===== src/rtl/riscv_pkg.sv =====
// Shared constants for the fetch/decode sequencer.
// Opcodes, ALU encodings, FSM states, reset IR word.
package riscv_pkg;

  localparam logic [6:0] OPC_OP_IMM = 7'b0010011;
  localparam logic [6:0] OPC_OP     = 7'b0110011;
  localparam logic [6:0] OPC_BRANCH = 7'b1100011;

  localparam logic [2:0] F3_ADD = 3'b000;
  localparam logic [2:0] F3_BNE = 3'b001;
  localparam logic [6:0] F7_ADD = 7'b0000000;

  localparam logic [3:0] ALU_ADD = 4'b0000;
  localparam logic [3:0] ALU_SUB = 4'b0001;

  localparam logic [31:0] NOP = 32'h0000_0013;

  typedef logic [1:0] state_t;

  localparam state_t ST_IDLE  = 2'd0;
  localparam state_t ST_FETCH = 2'd1;
  localparam state_t ST_EXEC  = 2'd2;

endpackage


===== src/rtl/immGen.sv =====
// Immediate generator: I-type and B-type sign extension.
// B offset is also produced at PC width for branch targets.
module immGen
  import riscv_pkg::*;
#(
  parameter int DATA_WIDTH = 32,
  parameter int PC_WIDTH   = 32
) (
  input  logic [31:0]           ir_i,
  output logic [DATA_WIDTH-1:0] imm_i_o,
  output logic [DATA_WIDTH-1:0] imm_b_o,
  output logic [PC_WIDTH-1:0]   br_off_o
);

  logic [11:0] i_raw;
  logic [12:0] b_raw;
  logic        unused_bits;

  assign i_raw = ir_i[31:20];
  assign b_raw = {ir_i[31], ir_i[7],
                  ir_i[30:25], ir_i[11:8],
                  1'b0};

  assign imm_i_o = {{(DATA_WIDTH-12){i_raw[11]}},
                    i_raw};
  assign imm_b_o = {{(DATA_WIDTH-13){b_raw[12]}},
                    b_raw};
  assign br_off_o = {{(PC_WIDTH-13){b_raw[12]}},
                     b_raw};

  // register/opcode fields carry no immediate bits
  assign unused_bits = ^{ir_i[19:12], ir_i[6:0]};

endmodule


===== src/rtl/fetch_decode_unit.sv =====
// Multi-cycle fetch/decode sequencer: one instruction
// in flight, IDLE -> FETCH -> EXEC -> FETCH ...
module fetch_decode_unit
  import riscv_pkg::*;
#(
  parameter int ADDRESS_WIDTH = 5,
  parameter int DATA_WIDTH    = 32,
  parameter int PC_WIDTH      = 32,
  parameter logic [PC_WIDTH-1:0] RESET_PC = '0
) (
  input  logic                     clk,
  input  logic                     rst_n,
  output logic                     imem_req,
  output logic [PC_WIDTH-1:0]      imem_addr,
  input  logic                     imem_ack,
  input  logic [31:0]              imem_rdata,
  input  logic                     eq,
  output logic [ADDRESS_WIDTH-1:0] rs1,
  output logic [ADDRESS_WIDTH-1:0] rs2,
  output logic [ADDRESS_WIDTH-1:0] rd,
  output logic                     en,
  output logic                     ALUSrc,
  output logic [DATA_WIDTH-1:0]    ImmOp,
  output logic [3:0]               ALU_ctrl,
  output logic [PC_WIDTH-1:0]      pc,
  output logic                     illegal
);

  state_t              state_q, state_d;
  logic [PC_WIDTH-1:0] pc_q, pc_d;
  logic [31:0]         ir_q, ir_d;

  logic [6:0] opc;
  logic [2:0] f3;
  logic [6:0] f7;
  logic       is_addi, is_add, is_bne;
  logic       is_exec, wr_op;

  logic [DATA_WIDTH-1:0] imm_i, imm_b;
  logic [PC_WIDTH-1:0]   br_off;

  immGen #(
    .DATA_WIDTH (DATA_WIDTH),
    .PC_WIDTH   (PC_WIDTH)
  ) u_immgen (
    .ir_i     (ir_q),
    .imm_i_o  (imm_i),
    .imm_b_o  (imm_b),
    .br_off_o (br_off)
  );

  assign opc = ir_q[6:0];
  assign f3  = ir_q[14:12];
  assign f7  = ir_q[31:25];

  assign is_addi = (opc == OPC_OP_IMM) &&
                   (f3 == F3_ADD);
  assign is_add  = (opc == OPC_OP) &&
                   (f3 == F3_ADD) &&
                   (f7 == F7_ADD);
  assign is_bne  = (opc == OPC_BRANCH) &&
                   (f3 == F3_BNE);

  assign is_exec = (state_q == ST_EXEC);
  assign wr_op   = is_addi | is_add;

  assign rs1 = ADDRESS_WIDTH'(ir_q[19:15]);
  assign rs2 = ADDRESS_WIDTH'(ir_q[24:20]);
  assign rd  = ADDRESS_WIDTH'(ir_q[11:7]);

  assign en = is_exec & wr_op &
              (ir_q[11:7] != 5'd0);
  assign illegal = is_exec &
                   ~(wr_op | is_bne);

  assign imem_req  = (state_q == ST_FETCH);
  assign imem_addr = pc_q;
  assign pc        = pc_q;

  // operand select, ALU op and immediate from IR
  always_comb begin
    ALUSrc   = 1'b0;
    ALU_ctrl = ALU_ADD;
    ImmOp    = '0;
    unique case (1'b1)
      is_addi: begin
        ALUSrc = 1'b1;
        ImmOp  = imm_i;
      end
      is_bne: begin
        ALU_ctrl = ALU_SUB;
        ImmOp    = imm_b;
      end
      default: ;
    endcase
  end

  // sequencer: fetch handshake, IR load, PC update
  always_comb begin
    state_d = state_q;
    pc_d    = pc_q;
    ir_d    = ir_q;
    unique case (state_q)
      ST_IDLE: state_d = ST_FETCH;
      ST_FETCH: begin
        if (imem_ack) begin
          ir_d    = imem_rdata;
          state_d = ST_EXEC;
        end
      end
      ST_EXEC: begin
        state_d = ST_FETCH;
        if (is_bne && !eq)
          pc_d = pc_q + br_off;
        else
          pc_d = pc_q + PC_WIDTH'(4);
      end
      default: state_d = ST_IDLE;
    endcase
  end

  // state, PC and IR registers
  always_ff @(posedge clk or negedge rst_n) begin
    if (!rst_n) begin
      state_q <= ST_IDLE;
      pc_q    <= RESET_PC;
      ir_q    <= NOP;
    end else begin
      state_q <= state_d;
      pc_q    <= pc_d;
      ir_q    <= ir_d;
    end
  end

endmodule


===== config.mk =====
export PLATFORM = sky130hd
export DESIGN_NAME = fetch_decode_unit
export DESIGN_NICKNAME = d
export VERILOG_FILES = /design/src/rtl/riscv_pkg.sv /design/src/rtl/immGen.sv /design/src/rtl/fetch_decode_unit.sv
export SDC_FILE = /design/constraint.sdc
export NUM_CORES = 1
export LEC_CHECK = 0
export ABC_AREA = 0
export CAP_MARGIN = 40
export CORE_UTILIZATION = 44
export CTS_CLUSTER_SIZE = 20
export DETAILED_ROUTE_END_ITERATION = 8
export GPL_ROUTABILITY_DRIVEN = 0
export GPL_TIMING_DRIVEN = 0
export HOLD_SLACK_MARGIN = 0.03
export PLACE_DENSITY = 0.84
export SKIP_LAST_GASP = 1
export SYNTH_ARGS = -nofsm -noshare
export SYNTH_HDL_FRONTEND = slang
export SYNTH_SLANG_ARGS = --single-unit

===== constraint.sdc =====
create_clock -name clk -period 2.8 [get_ports clk]
set_input_delay 0.56 -clock clk [delete_from_list [all_inputs] [get_ports clk]]
set_output_delay 0.56 -clock clk [all_outputs]
set_load 0.01 [all_outputs]

# Yosys cells after proc, flatten, opt, wreduce, memory -nomap -nowiden
# Cells that the tools add are included.
word_totals:
  ff_bits: 66
  output_inout_bits: 119
op_classes:
  n_addsub: 2
  n_eq_ne: 7
  mux: 6
  n_bitwise: 6
  n_reduce_logical: 12
op_table:
  columns: ["cell", "n"]
  rows:
  - ["32-bit case mux with 2 select lines", 1]
  - ["32-bit by 3-bit adder with 32-bit output (second input constant)", 1]
  - ["32-bit adder", 1]
  - ["32-bit 2-to-1 mux", 1]
  - ["7-bit by 5-bit equality test with 1-bit output (second input constant)", 1]
  - ["7-bit by 6-bit equality test with 1-bit output (second input constant)", 1]
  - ["7-bit equality test (second input constant)", 1]
  - ["7-bit zero test", 1]
  - ["1-bit logical AND", 5]
  - ["5-bit nonzero test", 1]
  - ["2-bit case mux with 2 select lines", 1]
  - ["1-bit bitwise AND", 3]
  - ["3-bit by 1-bit equality test with 1-bit output (second input constant)", 1]
  - ["3-bit zero test", 1]
  - ["2-bit by 1-bit equality test with 1-bit output (second input constant)", 1]
  - ["2-bit equality test (second input constant)", 1]
  - ["2-bit zero test", 1]
  - ["1-bit 2-to-1 mux", 2]
  - ["2-bit 2-to-1 mux", 1]
  - ["2-bit by 1-bit inequality test with 1-bit output (second input constant)", 1]
  - ["1-bit bitwise OR", 2]
  - ["2-bit AND reduction", 1]
  - ["2-bit OR reduction", 1]
  - ["1-bit zero test", 1]
  - ["1-bit inverter", 1]

# Longest topological paths before layout
# Gate-level depths: netlist (run 1).
logic_depth:
  ltp_word: 7
  mapped_depth: 12
  mapped_depth_nobuf: 12

# By module
# A second synthesis (run 1) with hierarchy kept.
hier_totals:
  hier_cells: 837
  area_unflattened_um2: 6431.2
modules_own_cells:
  columns: ["module", "n_inst", "cells_per_inst", "area_per_inst_um2", "seq_area_each_um2"]
  rows:
  - ["fetch_decode_unit", 1, 740, 5706.7, 1655.3]
  - ["immGen", 1, 97, 724.4, 0.0]

# Worst setup path after synthesis (run 1)
# Ideal clock, no wire load.
synth_path:
  path_kind: "register -> output"
  start: "reg ir_q[1]"
  end: "out ImmOp[13]"
  t_arrival_ps: 2366
  t_required_ps: 2240
  setup_slack_ps: -126
  path_stages_with_launch: 6
  path_buffers: 1
  path_cell_list: "dfstp_2 > nand4_1 > or4b_2 > o22ai_1 > and2_1 > buf_4"
synth_via:
  elab_chain_cells: 3
  elab_cells_between_ends: 5
synth_rtl:
  columns: ["item", "line_no", "source"]
  rows:
  - ["from (decl)", "fetch_decode_unit.sv:31", "logic [31:0] ir_q, ir_d;"]
  - ["from (signal assigned)", "fetch_decode_unit.sv:131", "ir_q <= ir_d;"]
  - ["7-bit equality test or 7-bit by 5-bit equality test with 1-bit output (tied branches)", "fetch_decode_unit.sv:61, fetch_decode_unit.sv:56", null]
  - ["1-bit logical AND (on tied branches)", "fetch_decode_unit.sv:61, fetch_decode_unit.sv:56", null]
  - ["32-bit case mux with 2 select lines *", "fetch_decode_unit.sv:85", "unique case (1'b1)"]
  - ["to (decl)", "fetch_decode_unit.sv:23", "output logic [DATA_WIDTH-1:0] ImmOp,"]
# Every way passes the cells marked *; elsewhere a longest branch is shown, timed or not.

# Worst setup path after layout (run 1)
layout_path:
  start: "reg ir_q[0]"
  end: "out ImmOp[25]"
# The elaborated chain is that of the path after synthesis.

==> flow_summary.toml, run 1 <==
[status]
outcome = "finished with violations"
violations = "DRC, setup timing"

[global_routing]
grt_pass1_wl_mm = 27.66
grt_pass1_vias = 5618
grt-ovfl-total = 0
grt_max_degree = 66
gr-usage-all-layers = 0.2766
antenna_found_initial = 0

[final_layout]
final_util = 0.7020
num-nets-final = 975
final_common_cell = "nand2_1"
n_fill_cell = 887
area_growth_pct = 52.64
final_cell_mix = "nand2_1, clkdlybuf4s50_1, buf_4, a21oi_1, buf_6"
drive_above_1_share = 0.2610
num_antenna_cells = 0

[detailed_routing]
viasPerCell = 5.773
drt_iter0_drc = 680
wire_per_inst_um = 17.56
route.detailed.drc = 8
dr.pass1.iters = 7
ant_nets = 0
wl_mm = 18.53
via_count = 6091

[sta]
fmax_mhz = 330.1
rsz0062_at_grt = "yes"
worstMarginPinSlew_ns = 0.8719
fin_crit_ns = 3.029
skew_ns = 0.007818
relSlewSlack = 0.4188
setup_violations = 35
final_min_period_over_clock_period = 1.082
fin_ws_ns = -0.2292
drv_slew = 0
hold_violations = 0

[synth]
synthTopCellsByArea = "dfrtp_1, buf_4, nand2_1"
yosysTopAreaCellShare = 0.2905
synthArstFlopShare = 1.000
synth-seq-area-share = 0.3052
yosysTopAreaCell = "dfrtp_1"
syn-cell-area_um2 = 5341
synth_edf_count = 0
synth_seq_cells = 65
synth_cells = 700
syn_avg_cell_area_um2 = 7.631
ys.flop_type = "dfrtp_1"
yosys_warnings = 0
synth_cell_types = 60

[critical_path]
critical_path_peak_fanout = 4
arrival_ns = 2.47
endpoint = "ImmOp[25]"
crit_cells = 9
start_kind = "flop"
r2r_setup_slack_ns = -0.03
cp_cell_sequence = "nand4_1, or4b_4, o22ai_4, buf_6, and2_4, buf_6, buf_6, buf_6, buf_6"
timing.rr.end = "imem_addr[31]"
path_buf_inv = 5
critical_path.startpoint = "ir_q[0]"
reg2reg_from = "ir_q[31]"
worstPathRequired_ns = 2.24
cp_common_cell = "buf_6"
slowest_delay_ns = 0.58
cp-end-kind = "output pin"
crit_type = "flop to output pin"
cp_slowest_cell = "or4b_4"
critical-path-top-delay-family = "simple AND/OR/NAND/NOR gates"
reg2reg_depth = 10

[clock_tree]
clk_path_buf_depth = 2
clk_latency_ns = 0.34
cts_root_buffer = "clkbuf_16"
cts.sinks = 65
numCtsBuffers = 9
htreeDepth = 3
path_clk_slew_ns = 0.06
cts_tree = "built"

[floorplanning]
die_width_um = 112.2
initial_core_util = 0.4599
ios = 155
die_y_um = 112.2
fp.coreArea_um2 = 11610
die_area_um2 = 12580
num_rows = 39

[power_and_ir_drop]
ir_drop_uv = 434.3
powerDensity_nw_per_um2 = 661.5
total_power_mw = 5.393
power_leakage_nw = 3.561

[hold_path]
min-delay-path-class = "input port to async pin"

[place]
dp_hpwl_mm = 11.54
io_buffers = 149

[run]
max_cap_violations = 0
-- per-stage QoR --
step / instance area (µm²) / hold WS, ns / worst slack [ns] / setup TNS [ns] / instances
floorplan: 5359 / 0.2644 / 0.05820 / 0 / 704
global placement: 7029 / 0.4469 / -1.288 / -88.31 / 996
global route: 8153 / 0.3859 / -0.3212 / -7.856 / 1055
CTS: 7816 / 0.3738 / -0.2222 / -3.593 / 1044
finish: 8153 / 0.3305 / -0.2292 / -4.429 / 1055
detailed placement: 7037 / 0.4532 / -0.8044 / -24.18 / 997
-- flip-flops by register name (all words and copies together) (netlist names) --
name	cells
imem_addr	31
ir_q	32
state_q	2
-- worst min path at each step --
stage	slack, ns	end	from	cells past startpoint
3_5_place_dp	0.45	ir_q[1]	ir_q[1]	2
6_report	0.33	ir_q[17]	rst_n	1
4_1_cts	0.37	ir_q[18]	rst_n	1
5_1_grt	0.39	ir_q[19]	rst_n	1
2_1_floorplan	0.26	imem_addr[10]	rst_n	0
3_3_place_gp	0.45	ir_q[0]	ir_q[0]	2
-- synth_stat cells (all sizes together), types with 2 or more instances --
library cell    n
nand2         134
a21oi          74
buf            73
dfrtp          62
nor2           44
o21ai          44
ha             31
nor3           22
clkbuf         20
inv            18
nand3          17
xnor2          14
o22ai          13
and2           12
nand4          12
and3            8
a21o            7
nand2b          7
xor2            7
nor4            6
a221oi          5
a22o            5
a31oi           5
or2             5
or3             5
a211oi          4
nor2b           4
o21a            4
o21bai          4
o31ai           4
dfstp           3
o211ai          3
a31o            2
a32oi           2
o2111ai         2
-- kinds of logic after synthesis --
group           after synthesis  synth area share
buf+inv                     112            0.1291
compound gates              188            0.2108
simple gates                281            0.2434
flops                        65            0.3052
other cells                   1         0.0007021
fa+ha+maj                    32           0.07636
xor+xnor                     21           0.03443
-- area by class of cell --
cell class	count	area, µm²	area share
Clock inverter	5	55.05	0.006753
Inverter	19	71.32	0.008748
Timing Repair Buffer	191	1866	0.2288
Multi-Input combinational cell	530	3436	0.4214
Clock buffer	11	242.7	0.02977
Tap cell	143	178.9	0.02195
Sequential cell	65	1643	0.2015
Buffer	91	660.6	0.08103
-- repair_timing --
action / in CTS / in global routing
gates resized for setup: 211 / 69
setup endpoints to repair: 47 / 47
buffers inserted: 30 / 15
cloned: 3 / 0
hold buffers: 0 / 0
pin swaps: 6 / 15
-- per-layer routing --
metal,up-vias,track usage,share of wire
li1,2821,-,-
met4,0,0.1076,0.028
met3,52,0.07127,0.095
met1,2848,0.3356,0.39
met5,-,0,0
met2,370,0.4708,0.49
-- where the power goes --
group,internal [mW],switching (mW),total [mW]
Combinational,1.38,1.44,2.82
Sequential,1.14,0.287,1.43
Clock,0.711,0.437,1.15
Total,3.23,2.16,5.39
Note: power is estimated with default switching activity, not from simulation.
==> run 2, diff against run 1 <==
--- a/config.mk
+++ b/config.mk
@@ -15,6 +15,7 @@
 export HOLD_SLACK_MARGIN = 0.03
 export PLACE_DENSITY = 0.84
 export SKIP_LAST_GASP = 1
+export SLEW_MARGIN = 20
 export SYNTH_ARGS = -nofsm -noshare
 export SYNTH_HDL_FRONTEND = slang
 export SYNTH_SLANG_ARGS = --single-unit
==> run 2 against run 1 <==
  * The run still ends with DRC, setup timing left
  * Clock skew hardly changed
  * Global-route usage is 0.35 points lower
  * Maximum frequency is 2.0% higher
  * Count of clock-buffer cells in the layout stayed put
  * Combinational power is 3% lower
  * Sequential share of layout area is 0.15 points higher
  * Worst hold slack worse by 0.20 ns
  * Cell area is 0.87% lower
  * Die area stayed put
  * Largest cell class unchanged
==> flow_summary.toml, run 2 (synthesis gave the netlist of run 1 again) <==
[status]
outcome = "finished with violations"
violations = "DRC, setup timing"

[sta]
final_min_period_over_clock_period = 1.061
relSlewSlack = 0.5635
tns_ns = -3.432
setup_violations = 30
hold_violations = 0
fin_crit_ns = 2.970
drv_slew = 0
worstMarginPinSlew_ns = 0.6523
skew_ns = 0.007323
fmax_mhz = 336.7
rsz0062_at_grt = "yes"
fin_ws_ns = -0.1701

[global_routing]
grt_pass1_wl_mm = 27.64
grt_pass1_vias = 5552
grt-ovfl-total = 0
gr-usage-all-layers = 0.2732
grt_max_degree = 44
antenna_found_initial = 0

[final_layout]
final_util = 0.6959
num_antenna_cells = 0
final_common_cell = "nand2_1"
num-nets-final = 973
regMostFlops = "ir_q"
area_growth_pct = 51.30
final_cell_mix = "nand2_1, clkdlybuf4s50_1, buf_4, a21oi_1, buf_6"
drive_above_1_share = 0.2505
finalNonFillerCells = 1053
largest_reg_flops = 32

[detailed_routing]
drt_iter0_drc = 657
route.detailed.drc = 7
wire_per_inst_um = 16.85
wl_mm = 17.74
ant_nets = 0
dr.pass1.iters = 9
viasPerCell = 5.670
via_count = 5970

[critical_path]
critical_path_peak_fanout = 6
start_kind = "flop"
cp-end-kind = "output pin"
arrival_ns = 2.41
path_buf_inv = 4
cp_cell_sequence = "nand4_1, or4b_4, o22ai_4, and2_4, buf_6, buf_6, buf_6, buf_6"
worstPathRequired_ns = 2.24
slowest_delay_ns = 0.56
critical-path-top-delay-family = "simple AND/OR/NAND/NOR gates"
cp_slowest_cell = "or4b_4"
crit_type = "flop to output pin"
cp_common_cell = "buf_6"
r2r_setup_slack_ns = 0

[place]
place_ws_ns = -0.8063
dp_hpwl_mm = 11.64
io_buffers = 149
place_inst = 998

[floorplanning]
initial_core_util = 0.4599
ios = 155
die_area_um2 = 12580
num_rows = 39
die_width_um = 112.2
die_y_um = 112.2
fp.coreArea_um2 = 11610

[clock_tree]
path_clk_slew_ns = 0.06
cts.sinks = 65
cts_root_buffer = "clkbuf_16"
htreeDepth = 3
clk_latency_ns = 0.33
hold_buffers = 0
cts_tree = "built"
numCtsBuffers = 9
clk_path_buf_depth = 2

[hold_path]
min-delay-path-class = "input port to async pin"

[run]
max_cap_violations = 0

[power_and_ir_drop]
powerDensity_nw_per_um2 = 654.4
power_leakage_nw = 3.545
ir_drop_uv = 357.7
run 2: path summary, 6_finish.rpt:
check                      cells after the start      from             to
max in group asynchronous                      2     rst_n        ir_q[0]
min reg2reg                                    2   ir_q[1]        ir_q[1]
min                                            1     rst_n       ir_q[17]
max                                            8   ir_q[0]      ImmOp[20]
max reg2reg                                   12  ir_q[31]  imem_addr[31]
min in group clk                               2   ir_q[1]        ir_q[1]
run 2: what timing repair did:
item	4_1_cts	5_1_grt
pin swaps	10	24
gates cloned	3	0
buffers inserted	26	20
resized for setup	200	70
setup endpoints to repair	49	45
run 2: per-layer routing:
metal  part of all wire  global-route usage  up-vias
met3              0.095             0.04914       42
li1                   -                   -     2807
met1               0.40              0.3444     2786
met5                  0                   0        -
met2               0.49              0.4741      335
met4              0.023             0.08800        0
run 2: worst reg2reg max path, stage by stage, from the launching register on:
cell and delay, ns:
dfrtp_4 0.53, buf_6 0.15, buf_8 0.13, ha_4 0.16
a21o_1 0.17, a21o_1 0.23, a2111oi_4 0.37, o32ai_2 0.13
o21ba_4 0.30, o2111ai_1 0.12, nand3_1 0.10, a21oi_1 0.05
nor4_2 0.26
run 2: area by class of cell:
cell class / count / area [µm²]
fill: 897 / 3532
multi-input combinational: 530 / 3363
timing repair buffer: 193 / 1908
sequential: 65 / 1640
buffer: 87 / 621.8
clock buffer: 11 / 242.7
tap: 143 / 178.9
inverter: 19 / 71.32
clock inverter: 5 / 55.05
run 2: through the flow:
| stage | instance area, µm² | hold WS [ns] | total power [mW] |
|---|---|---|---|
| after floorplan | 5359 | 0.2644 | 2.889 |
| after global placement | 7029 | 0.4469 | 3.644 |
| after detailed placement | 7059 | 0.4539 | 3.692 |
| after CTS | 7805 | 0.1365 | 4.992 |
| after global routing | 8082 | 0.1477 | 5.598 |
| final | 8082 | 0.1312 | 5.288 |
run 2: where the power goes:
group	total, mW	internal (mW)	switching, mW
logic	2.74	1.35	1.39
clock network	1.14	0.711	0.431
registers	1.41	1.14	0.271
